<file path="config.mk">
export PLATFORM = sky130hd
export DESIGN_NAME = sysid_probe_master
export DESIGN_NICKNAME = d
export VERILOG_FILES = /design/src/rtl/sysid_probe_pkg.sv /design/src/rtl/sysid_probe_wait_ctr.sv /design/src/rtl/sysid_probe_master.sv
export SDC_FILE = /design/constraint.sdc
export NUM_CORES = 1
export LEC_CHECK = 0
export ABC_AREA = 1
export ABC_CLOCK_PERIOD_IN_PS = 2600
export BUFFER_PORTS_ARGS = -buffer_cell sky130_fd_sc_hd__buf_2
export CORE_AREA = 2 2 113 71
export DETAILED_ROUTE_END_ITERATION = 7
export DIE_AREA = 0 0 115 73
export GPL_TIMING_DRIVEN = 0
export PLACE_DENSITY = 0.81
export SETUP_SLACK_MARGIN = 0.02
export SLEW_MARGIN = 20
export SYNTH_ARGS = -nofsm -noshare
export SYNTH_HDL_FRONTEND = slang
export SYNTH_HIERARCHICAL = 1
export SYNTH_SLANG_ARGS = --single-unit
</file>
<file path="constraint.sdc">
create_clock -name clock -period 2.6 [get_ports clock]
set_input_delay 0.52 -clock clock [delete_from_list [all_inputs] [get_ports clock]]
set_output_delay 0.52 -clock clock [all_outputs]
set_load 0.01 [all_outputs]
</file>
<file path="src/rtl/sysid_probe_pkg.sv">
// sysid_probe_pkg
// Shared definitions for the system-ID probe master: FSM state encoding,
// Avalon word addresses of the ID and timestamp registers, and the width
// of the shared wait/timeout counter.
package sysid_probe_pkg;

  localparam int CTR_W = 8;

  localparam logic ADDR_ID = 1'b0;
  localparam logic ADDR_TS = 1'b1;

  typedef enum logic [2:0] {
    S_IDLE    = 3'd0,
    S_RD_ID   = 3'd1,
    S_WAIT_ID = 3'd2,
    S_RD_TS   = 3'd3,
    S_WAIT_TS = 3'd4,
    S_DONE    = 3'd5
  } state_t;

endpackage

</file>
<file path="src/rtl/sysid_probe_wait_ctr.sv">
// sysid_probe_wait_ctr
// Loadable down-counter that saturates at zero. The probe FSM uses it both
// for the fixed read-latency wait and for the waitrequest stall timeout;
// the two never overlap.
// Ports:
//   clock, reset  rising-edge clock, async active-high reset
//   load          load load_value (takes priority over dec)
//   load_value    value to load
//   dec           decrement by one when non-zero
//   count         current value
//   zero          count == 0
module sysid_probe_wait_ctr
  import sysid_probe_pkg::*;
(
  input  logic             clock,
  input  logic             reset,
  input  logic             load,
  input  logic [CTR_W-1:0] load_value,
  input  logic             dec,
  output logic [CTR_W-1:0] count,
  output logic             zero
);

  always_ff @(posedge clock or posedge reset) begin
    if (reset) begin
      count <= '0;
    end else if (load) begin
      count <= load_value;
    end else if (dec && (count != '0)) begin
      count <= count - 1'b1;
    end
  end

  assign zero = (count == '0);

endmodule

</file>
<file path="src/rtl/sysid_probe_master.sv">
// sysid_probe_master
// Avalon-MM read initiator that fetches the system-ID word (address 0) and
// the build timestamp (address 1), compares them against build-time values
// and reports match / stall-timeout status.
//
// FSM states:
//   state     | meaning
//   S_IDLE    | waiting for start or pending auto-start
//   S_RD_ID   | read strobe on address 0 until accepted or timed out
//   S_WAIT_ID | counting read latency for the ID word
//   S_RD_TS   | read strobe on address 1 until accepted or timed out
//   S_WAIT_TS | counting read latency for the timestamp word
//   S_DONE    | one-cycle completion pulse
//
// Ports:
//   clock, reset       rising-edge clock, async active-high reset
//   start              probe request, honoured only in S_IDLE
//   address, read      Avalon-MM master request
//   waitrequest        slave stall
//   readdata           slave read data
//   busy, done         probe in progress / completion pulse
//   id_ok, ts_ok       comparison results
//   timeout            probe aborted by stall timeout
//   id_value, timestamp_value  captured words
module sysid_probe_master
  import sysid_probe_pkg::*;
#(
  parameter logic [31:0] EXPECTED_ID        = 32'd0,
  parameter logic [31:0] EXPECTED_TIMESTAMP = 32'd1328261165,
  parameter int          READ_LATENCY       = 0,
  parameter int          TIMEOUT_CYCLES     = 255,
  parameter bit          AUTO_START         = 1'b1
) (
  input  logic        clock,
  input  logic        reset,
  input  logic        start,
  output logic        address,
  output logic        read,
  input  logic        waitrequest,
  input  logic [31:0] readdata,
  output logic        busy,
  output logic        done,
  output logic        id_ok,
  output logic        ts_ok,
  output logic        timeout,
  output logic [31:0] id_value,
  output logic [31:0] timestamp_value
);

  localparam bit LAT_EN = (READ_LATENCY > 0);
  localparam bit TO_EN  = (TIMEOUT_CYCLES > 0);
  // Both loads are "N-1": the counter hits zero on the Nth cycle.
  localparam logic [CTR_W-1:0] LAT_LOAD = CTR_W'(LAT_EN ? READ_LATENCY - 1 : 0);
  localparam logic [CTR_W-1:0] TO_LOAD  = CTR_W'(TO_EN ? TIMEOUT_CYCLES - 1 : 0);

  state_t           state, state_next;
  logic             auto_pend;
  logic             go, cap_id, cap_ts, to_hit;
  logic             ctr_load, ctr_dec, ctr_zero;
  logic [CTR_W-1:0] ctr_val, ctr_count;

  sysid_probe_wait_ctr u_ctr (
    .clock      (clock),
    .reset      (reset),
    .load       (ctr_load),
    .load_value (ctr_val),
    .dec        (ctr_dec),
    .count      (ctr_count),
    .zero       (ctr_zero)
  );

  always_ff @(posedge clock or posedge reset) begin
    if (reset) state <= S_IDLE;
    else       state <= state_next;
  end

  always_comb begin
    state_next = state;
    go         = 1'b0;
    cap_id     = 1'b0;
    cap_ts     = 1'b0;
    to_hit     = 1'b0;
    ctr_load   = 1'b0;
    ctr_val    = TO_LOAD;
    ctr_dec    = 1'b0;
    case (state)
      S_IDLE: begin
        if (start || auto_pend) begin
          go         = 1'b1;
          ctr_load   = 1'b1;
          state_next = S_RD_ID;
        end
      end
      S_RD_ID, S_RD_TS: begin
        if (!waitrequest) begin
          ctr_load = 1'b1;
          if (LAT_EN) begin
            ctr_val    = LAT_LOAD;
            state_next = (state == S_RD_ID) ? S_WAIT_ID : S_WAIT_TS;
          end else if (state == S_RD_ID) begin
            cap_id     = 1'b1;
            state_next = S_RD_TS;
          end else begin
            cap_ts     = 1'b1;
            state_next = S_DONE;
          end
        end else if (TO_EN && ctr_zero) begin
          to_hit     = 1'b1;
          state_next = S_DONE;
        end else begin
          ctr_dec = 1'b1;
        end
      end
      S_WAIT_ID: begin
        if (ctr_zero) begin
          cap_id     = 1'b1;
          ctr_load   = 1'b1;
          state_next = S_RD_TS;
        end else begin
          ctr_dec = 1'b1;
        end
      end
      S_WAIT_TS: begin
        if (ctr_zero) begin
          cap_ts     = 1'b1;
          state_next = S_DONE;
        end else begin
          ctr_dec = 1'b1;
        end
      end
      S_DONE:  state_next = S_IDLE;
      default: state_next = S_IDLE;
    endcase
  end

  // Pure state decode keeps read/address/busy free of input paths.
  always_comb begin
    read    = (state == S_RD_ID) || (state == S_RD_TS);
    address = ((state == S_RD_TS) || (state == S_WAIT_TS)) ? ADDR_TS : ADDR_ID;
    busy    = (state != S_IDLE);
    done    = (state == S_DONE);
  end

  always_ff @(posedge clock or posedge reset) begin
    if (reset) begin
      auto_pend       <= AUTO_START;
      id_ok           <= 1'b0;
      ts_ok           <= 1'b0;
      timeout         <= 1'b0;
      id_value        <= '0;
      timestamp_value <= '0;
    end else begin
      if (go) begin
        auto_pend       <= 1'b0;
        id_ok           <= 1'b0;
        ts_ok           <= 1'b0;
        timeout         <= 1'b0;
        id_value        <= '0;
        timestamp_value <= '0;
      end
      if (cap_id) begin
        id_value <= readdata;
        id_ok    <= (readdata == EXPECTED_ID);
      end
      if (cap_ts) begin
        timestamp_value <= readdata;
        ts_ok           <= (readdata == EXPECTED_TIMESTAMP);
      end
      if (to_hit) timeout <= 1'b1;
    end
  end

endmodule

</file>
==> results.md, run 1 <==
- Synthesis inferred 79 register bits.
- The total core area is 0.00751 mm2.
- The sum of buffers and inverters on the critical path is 2.
- The worst endpoint required time is 2830 ps.
- The capturing element type of the critical path is a flip-flop.
- The number of filler instances in the final layout is 686.
- The number of global-route vias before repair is 3244.
- Across all setup checks in the final design, the least slack found is 316 ps.
- The achievable clock frequency is 438 MHz.
- The met1 routing resource usage after global routing is 0.352.
- Of the total synthesized cell area, the portion taken by XOR and XNOR cells is 0.00469.
- The share of total power dissipated in combinational logic is 0.419.
- The area of the multi-input gates is 0.00155 mm2.
- The final critical-path share of the clock period is 0.878.
- With fillers left out, the area of the finished cells amounts to 0.00476 mm2.
- The critical setup path kind is reg2reg.
- The total DRC errors in the routed layout is 0.
- The global-route total usage across every layer is 0.247.
- The worst path in the final design needs a cycle of 2280 ps, including I/O delays and setup.
- The CTS buffer count is 9.
- The area fraction in and, or, nand and nor cells after synthesis is 0.368.
- TritonCTS built the clock tree.
- The switching part of the total is 0.405.
- The wire length of the first global-routing pass is roughly 16 mm.
- Measured on the finished design, the core utilization comes to 0.634.
- The most used routing layer in global routing is met2.
- Dividing the detail-routed wire length by the instance count gives 13.7 um.
- The later pin in the worst-skew pair is clocked with a latency of 340 ps.
- The reported max-cap violation count is 0.
- Sorting the synthesized cells by area gives the leading types as dfrtp_1 52%, nand2_1 26%, nor2_1 3.8%.
- The register share of total power is 0.351.
- The area of placed instances is 0.00443 mm2.
- The number of port buffers is 106.
- The worst slack at placement is 215 ps.
- The distinct cell type count after synthesis is 29.
- The share of the Yosys chip area taken by registers is 0.530.
- The remaining number of nets flagged by the antenna check after routing is 0.
- Setup repair after global routing left no endpoint under its margin.
- Walking the worst path, the cells encountered are inv_1 -> ha_1 -> nand2_1 -> nor2_2 -> nand4_1 -> nand3b_1 -> clkbuf_1 -> o21ai_0 -> nand2_1 -> o21ai_2.
- The routed wire length is around 9.7 mm.
- The share of total power dissipated in the clock network is 0.230.
- The analysis attributes to net switching a power of 2400 uW.
- The count of flip-flops with a built-in enable after synthesis is 0.
- The post-synthesis instance area is 0.00373 mm2.
- The setup violation total in the final timing report is 0.
- The post-synthesis adder-cell area fraction is 0.00670.
- The clock passes through at most 2 buffers.
- In the post-synthesis netlist, the cell with the most instances is nand2_1.
- Power spread over the standard cell area amounts to 1240 mW/mm2.
- The routability-driven placement congestion ratio is about 0.9.
- Entering global routing, the biggest net connects 45 pins.
- The H-tree level count is 3.
- The count of final max-slew check failures is 0.
- Among the stages of the critical path, the cell type that occurs most often is nand2_1.
- The net count reported at finish is 645.
- Of all cell types, the one taking the most synthesized area is dfrtp_1.
- The cell at the slowest stage of the critical path is dfrtp_1.
- The kind of cell with the highest combined delay along the critical path is simple AND/OR/NAND/NOR gates.
- The internal power summed over all cells is about 3500 uW.
- The portion of synthesized area spent on multiplexers is 0.
- The die covers 0.00840 mm2.
- At the worst endpoint, the arrival time is 2510 ps.
- After the first detailed-routing iteration, the DRC count stood at 225.
- The die extent in y is roughly 73 um.
- The effective utilization at floorplan is 0.497.
- The detailed-routing iteration count for the pre-antenna-repair pass is 7.
- The complex-gate fraction of the synthesized area was 0.0271.
- The antenna diode count is 0.
- In the synthesized netlist, the cells that appear most often are 260 x nand2_1, 78 x dfrtp_1, 38 x nor2_1.
- The mean number of vias per cell is 4.87.
- STA classifies the critical path startpoint as a flip-flop.
- The share of async-settable or async-resettable flops after synthesis is 1.00.
- The number of hold buffers added after CTS was 0.
- The final-report hold violation count came to 0.
- The top-area cell type share of the netlist area is 0.523.
- Of the cells placed in the final design, the portion with a size suffix greater than 1 is 0.257.
- The floorplan step set the die width to roughly 120 um.
- The top fanout value on the critical path is 10.
- The clock root buffer is clkbuf_16.
- During synthesis, Yosys emitted a total of 6 warnings.
- From synthesis to final layout, the design area changed by 27.4%.
- The highest ir drop seen on vdd is about 0.57 mV.
- The dominant combinational cell family by area after synthesis is simple AND/OR/NAND/NOR gates.
- For this design, the sink count on the clock tree is 79.
- For this run, the slowest stage of the critical path takes about 370 ps.
- For met3 alone, demand over resource in global routing was 0.0623.
- The half-perimeter wire length of the detailed placement result is 7.16 mm.
- The min-delay analysis places its worst path in the category in2async.
- In the global route stage, met2 resource usage came out at 0.369.
- The row count is 25.
- The flip-flop cell with the highest count after synthesis is dfrtp_1.
- For this design the static power due to leakage is 0.00277 uW.
- The average cell area after synthesis is 7.73 um2.
- The run finished with clean final reports.
- The final worst clock skew is 8.02 ps.
- After technology mapping, the gate count stands at approximately 480.
- The initial antenna violation count is 0.
- The detailed-route via count is between 3000 and 4000.
- Global routing finished with a remaining overflow of 0.
- The register area is between 0.0015 and 0.002 mm2.
- approximately 110 I/O pins were placed.
- The CTS clock-pin slew for the worst setup and hold paths is 60 ps.
## path summary, 6_finish.rpt
path,start,end,slack (ps),depth (start not counted)
setup / recovery,u_ctr/count[0]$_DFFE_PP0P_,u_ctr/count[1]$_DFFE_PP0P_,320,10
hold / removal,reset,u_ctr/count[7]$_DFFE_PP0P_,150,2
setup reg to reg,u_ctr/count[0]$_DFFE_PP0P_,u_ctr/count[1]$_DFFE_PP0P_,320,10
hold reg to reg,timestamp_value[5]$_DFFE_PP0P_,timestamp_value[5]$_DFFE_PP0P_,470,2
max in group asynchronous,reset,auto_pend$_DFFE_PP1P_,1840,3
min in group clock,readdata[23],timestamp_value[23]$_DFFE_PP0P_,420,3
## cell families (layout without fill, tap and decap cells)
kind of cell	Yosys count	in the layout
other cells	2	8
fa+ha+maj	2	2
simple gates	338	338
xor+xnor	2	2
compound gates	13	13
buf+inv	47	169
flops	79	79
## power groups by stage
stage | Sequential (uW) | Clock (uW) | Combinational [uW]
finish | 2080 | 1360 | 2480
global route | 2140 | 1440 | 2780
floorplan | 2250 | 0 | 1400
detailed placement | 2090 | 0 | 2480
global placement | 2060 | 0 | 2370
CTS | 2080 | 1380 | 2490
## cell usage in the layout, fill, tap and decap left out, drive strengths merged
master / n
clkbuf: 10
ha: 2
or2: 1
nand3: 22
xnor2: 2
bufinv: 2
nand3b: 1
clkinvlp: 1
buf: 120
dfstp: 1
nand4: 3
a21oi: 2
nor3: 3
o21ai: 9
nor2: 43
o22ai: 1
conb: 8
clkinv: 1
nand2: 265
a31oi: 1
dfrtp: 78
inv: 35
## worst reg2reg max path, stage by stage (launching register included)
cell	delay, ps
dfrtp_1	370
inv_1	170
ha_1	180
nand2_1	130
nor2_2	300
nand4_1	190
nand3b_1	160
clkbuf_1	370
o21ai_0	160
nand2_1	100
o21ai_2	50
## through the flow
step,hold slack [ps],total power [uW],instances,setup TNS (ps)
after floorplan,336,3650,489,0
after global placement,448,4430,689,-41900
after detailed placement,454,4560,690,0
after CTS,153,5940,705,0
after global routing,174,6350,705,0
final,148,5910,705,0
## per-layer routing
layer | vias to the layer above | share of wire
met5 | - | 0
met4 | 0 | 0.018
met3 | 17 | 0.073
met2 | 120 | 0.44
met1 | 1581 | 0.47
li1 | 1714 | -
## area by class of cell
cell class                      count  area share
Sequential cell                    79       0.416
Multi-Input combinational cell    363       0.326
Timing Repair Buffer              107       0.117
Clock buffer                        9      0.0474
Inverter                           33      0.0266
Tap cell                           94      0.0247
Buffer                             14      0.0224
Clock inverter                      6      0.0197
## repair_timing
item	CTS	global route
buffers inserted	0	0
setup endpoints to repair	0	2
gates resized for setup	0	1
## state kept, by name (all words and copies together), names as in the netlist
register and flops:
auto_pend 1, id_ok 1, id_value 32, state 3
timeout 1, timestamp_value 32, ts_ok 1, u_ctr/count 8
Power figures use the tool's default switching activity.
==> inputs of run 2 (changes only) <==
==> constraint.sdc (replaced) <==
create_clock -name clock -period 2.6 [get_ports clock]
set_input_delay 0.26 -clock clock [delete_from_list [all_inputs] [get_ports clock]]
set_output_delay 0.26 -clock clock [all_outputs]
set_load 0.01 [all_outputs]
==> run 2 against run 1 <==
Sequential share of layout area fell by 0.087 points. Via count rose by 0.64%. Critical endpoint unchanged. Non-clock buffer count is 1 higher. Cell count increased by 0.14%.
==> results.md, run 2 (synthesis results as in run 1) <==
- The run finished with clean final reports.
- The CTS tree is built.
- The met2 wire length is 4.30 mm.
- The leakage power is 0.00277 uW.
- The share of total power dissipated in combinational logic is 0.419.
- The total I/O pin count is roughly 110.
- The antenna diode count is 0.
- Power comes to 5910 uW.
- Of the total power, the clock network draws 0.230.
- The tree is rooted in a clkbuf_16.
- After floorplanning, the core was divided into 25 placement rows.
- For this block, the via count after detailed routing is 3454.
- The count of buffers added on input and output ports is 106.
- The area growth from synthesis to final layout is 27.6%.
- The internal portion of the total power is 3520 uW.
- Data on the critical path arrives at its endpoint at roughly 2500 ps.
- After routing the design area is roughly 0.0048 mm2.
- The total core area is 0.00751 mm2.
- The number of cells in the design after placement is just under 700.
- The final cell count without fillers is between 700 and 800.
- In this run the worst path has a maximum fanout of 10.
- The congestion estimate from routability-driven global placement came to slightly below 0.9.
- Using the TritonRoute via totals, the vias-per-cell ratio works out to slightly below 5.
- After detailed routing, the average wire length per cell comes to between 10 and 15 um.
- The routed wire length is 9.74 mm.
- The number of global-route vias before repair is about 3200.
- Measured along the y axis, the die boundary spans around 73 um.
- For this run, the top clock speed supported by timing is 438 MHz.
- The post-CTS setup buffer count is 0.
- Once placement finished, the instance area stood at 0.00443 mm2.
- Setup repair after global routing left no endpoint under its margin.
- For this configuration, the core starts out at a cell density of 0.497.
- Detailed placement finished with a half-perimeter wire length of 7.16 mm.
- The count of final max-slew check failures is 0.
- The setup violation total in the final timing report is 0.
- The final worst clock skew is 8.26 ps.
- In the routed design, unresolved DRC markers number 0.
- The global-route total usage across every layer is 0.247.
- The register share of total power is 0.351.
- The minimum setup slack among reg-to-reg paths is 320 ps.
- The residual overflow from global routing is 0.
- Leaving out fill and tap cells, the most frequent cell in the layout is nand2_1.
- Of the total power, the share spent switching nets is 0.405.
- The remaining number of nets flagged by the antenna check after routing is 0.
- The starting DRC count in detailed routing is 215.
- The detailed-routing iteration count for the pre-antenna-repair pass is 5.
- After layout, the minimum clock period comes to around 2300 ps.
- The met1 routed wirelength after detailed routing is between 4 and 5 mm.
- In this run the power density over the cells is 1240 mW/mm2.
- The reported max-cap violation count is 0.
- STA puts the critical path data required time at between 2000 and 3000 ps.
- The fraction of final layout cells sized beyond drive strength 1 is 0.257.
- The longest clock path from root to sink contains 2 buffers.
- In this run the number of H-tree levels came out at 3.
- Summed over all nets, the switching power comes to 2400 uW.
- The capturing element type of the critical path is a flip-flop.
- The path category of the worst min-delay check is in2reg.
- The die is 115 um wide.
- The net count reported at finish is 646.
- The top cell types in the final layout, fill and taps aside, are 260 x nand2_1, 113 x buf_2, 78 x dfrtp_1, 37 x nor2_1, 30 x inv_1.
- The CTS buffer count is 9.
- The largest registers in the layout are id_value (32), timestamp_value (32), u_ctr/count (8).
- The routed design uses 691 um of met3 wire.
- The initial antenna violation count is 0.
- After clock tree synthesis, the clock-pin slew on the worst setup and hold paths is 60 ps.
- The type of element launching the critical path is a flip-flop.
- The clock sink count is 79.
- The highest layer used for signal routing is met4.
- The critical setup path kind is reg2reg.
- The die covers 0.00840 mm2.
- The final-report hold violation count is 0.
- The worst-case IR drop observed on VDD is 0.567 mV.
- The final critical-path share of the clock period is 0.879.
- The clock latency of the later-clocked register in the worst-skew pair is 340 ps.
- The first global-routing pass estimated 15.9 mm of wire.
- The largest net degree at the start of global routing is between 40 and 50.
- The number of filler instances in the final layout is 685.
-- run 2: cell count changes in the layout (fill, tap and decap cells not counted), sizes merged --
| cell | change |
|---|---|
| dlygate4sd3 | +1 |
-- run 2: area by class of cell --
class / instances / area, um2 / area share
Buffer: 14 / 106 / 0.0223
Clock buffer: 9 / 225 / 0.0473
Clock inverter: 6 / 93.8 / 0.0197
Inverter: 33 / 126 / 0.0265
Multi-Input combinational cell: 363 / 1550 / 0.325
Sequential cell: 79 / 1980 / 0.415
Tap cell: 94 / 118 / 0.0247
Timing Repair Buffer: 108 / 568 / 0.119
-- run 2: critical path, cell delays in order, from the launching register on --
cell and delay, ps:
dfrtp_1 370, inv_1 180, ha_1 180, nand2_1 130
nor2_2 300, nand4_1 180, nand3b_1 160, clkbuf_1 360
o21ai_0 160, nand2_1 100, o21ai_2 50
-- run 2: worst paths after layout --
check                                                    start                         endpoint  cells past startpoint
worst max-delay path                u_ctr/count[0]$_DFFE_PP0P_       u_ctr/count[1]$_DFFE_PP0P_                     10
worst min-delay path                              readdata[23]  timestamp_value[23]$_DFFE_PP0P_                      3
worst max register to register      u_ctr/count[0]$_DFFE_PP0P_       u_ctr/count[1]$_DFFE_PP0P_                     10
worst min register to register  timestamp_value[5]$_DFFE_PP0P_   timestamp_value[5]$_DFFE_PP0P_                      2
max in group asynchronous                                reset            auto_pend$_DFFE_PP1P_                      4
min in group asynchronous                                reset       u_ctr/count[7]$_DFFE_PP0P_                      3
-- run 2: power groups by stage --
stage	logic, uW	registers [uW]	clock network [uW]
2_1_floorplan	1400	2250	0
3_3_place_gp	2370	2060	0
3_5_place_dp	2480	2090	0
4_1_cts	2490	2080	1380
5_1_grt	2780	2140	1440
6_report	2480	2080	1360
-- run 2: per-stage QoR --
step / setup slack [ps] / setup TNS (ps) / util / hold slack [ps]
2_1_floorplan: 545 / 0 / - / 75.7
3_3_place_gp: -341 / -23700 / 0.587 / 235
3_5_place_dp: 215 / 0 / 0.591 / 256
4_1_cts: 206 / 0 / 0.635 / 159
5_1_grt: 134 / 0 / 0.635 / 174
6_report: 316 / 0 / 0.635 / 163
-- run 2: what timing repair did --
item / CTS / global route
endpoints found under the setup margin: 0 / 2
hold buffers: 1 / 0
hold endpoints to repair: 35 / 0
resized for setup: 0 / 1
-- run 2: per-layer routing --
metal / track usage / vias to the layer above
met5: 0 / -
met4: 0.0857 / 0
met3: 0.0623 / 16
met2: 0.369 / 134
met1: 0.352 / 1587
li1: - / 1717
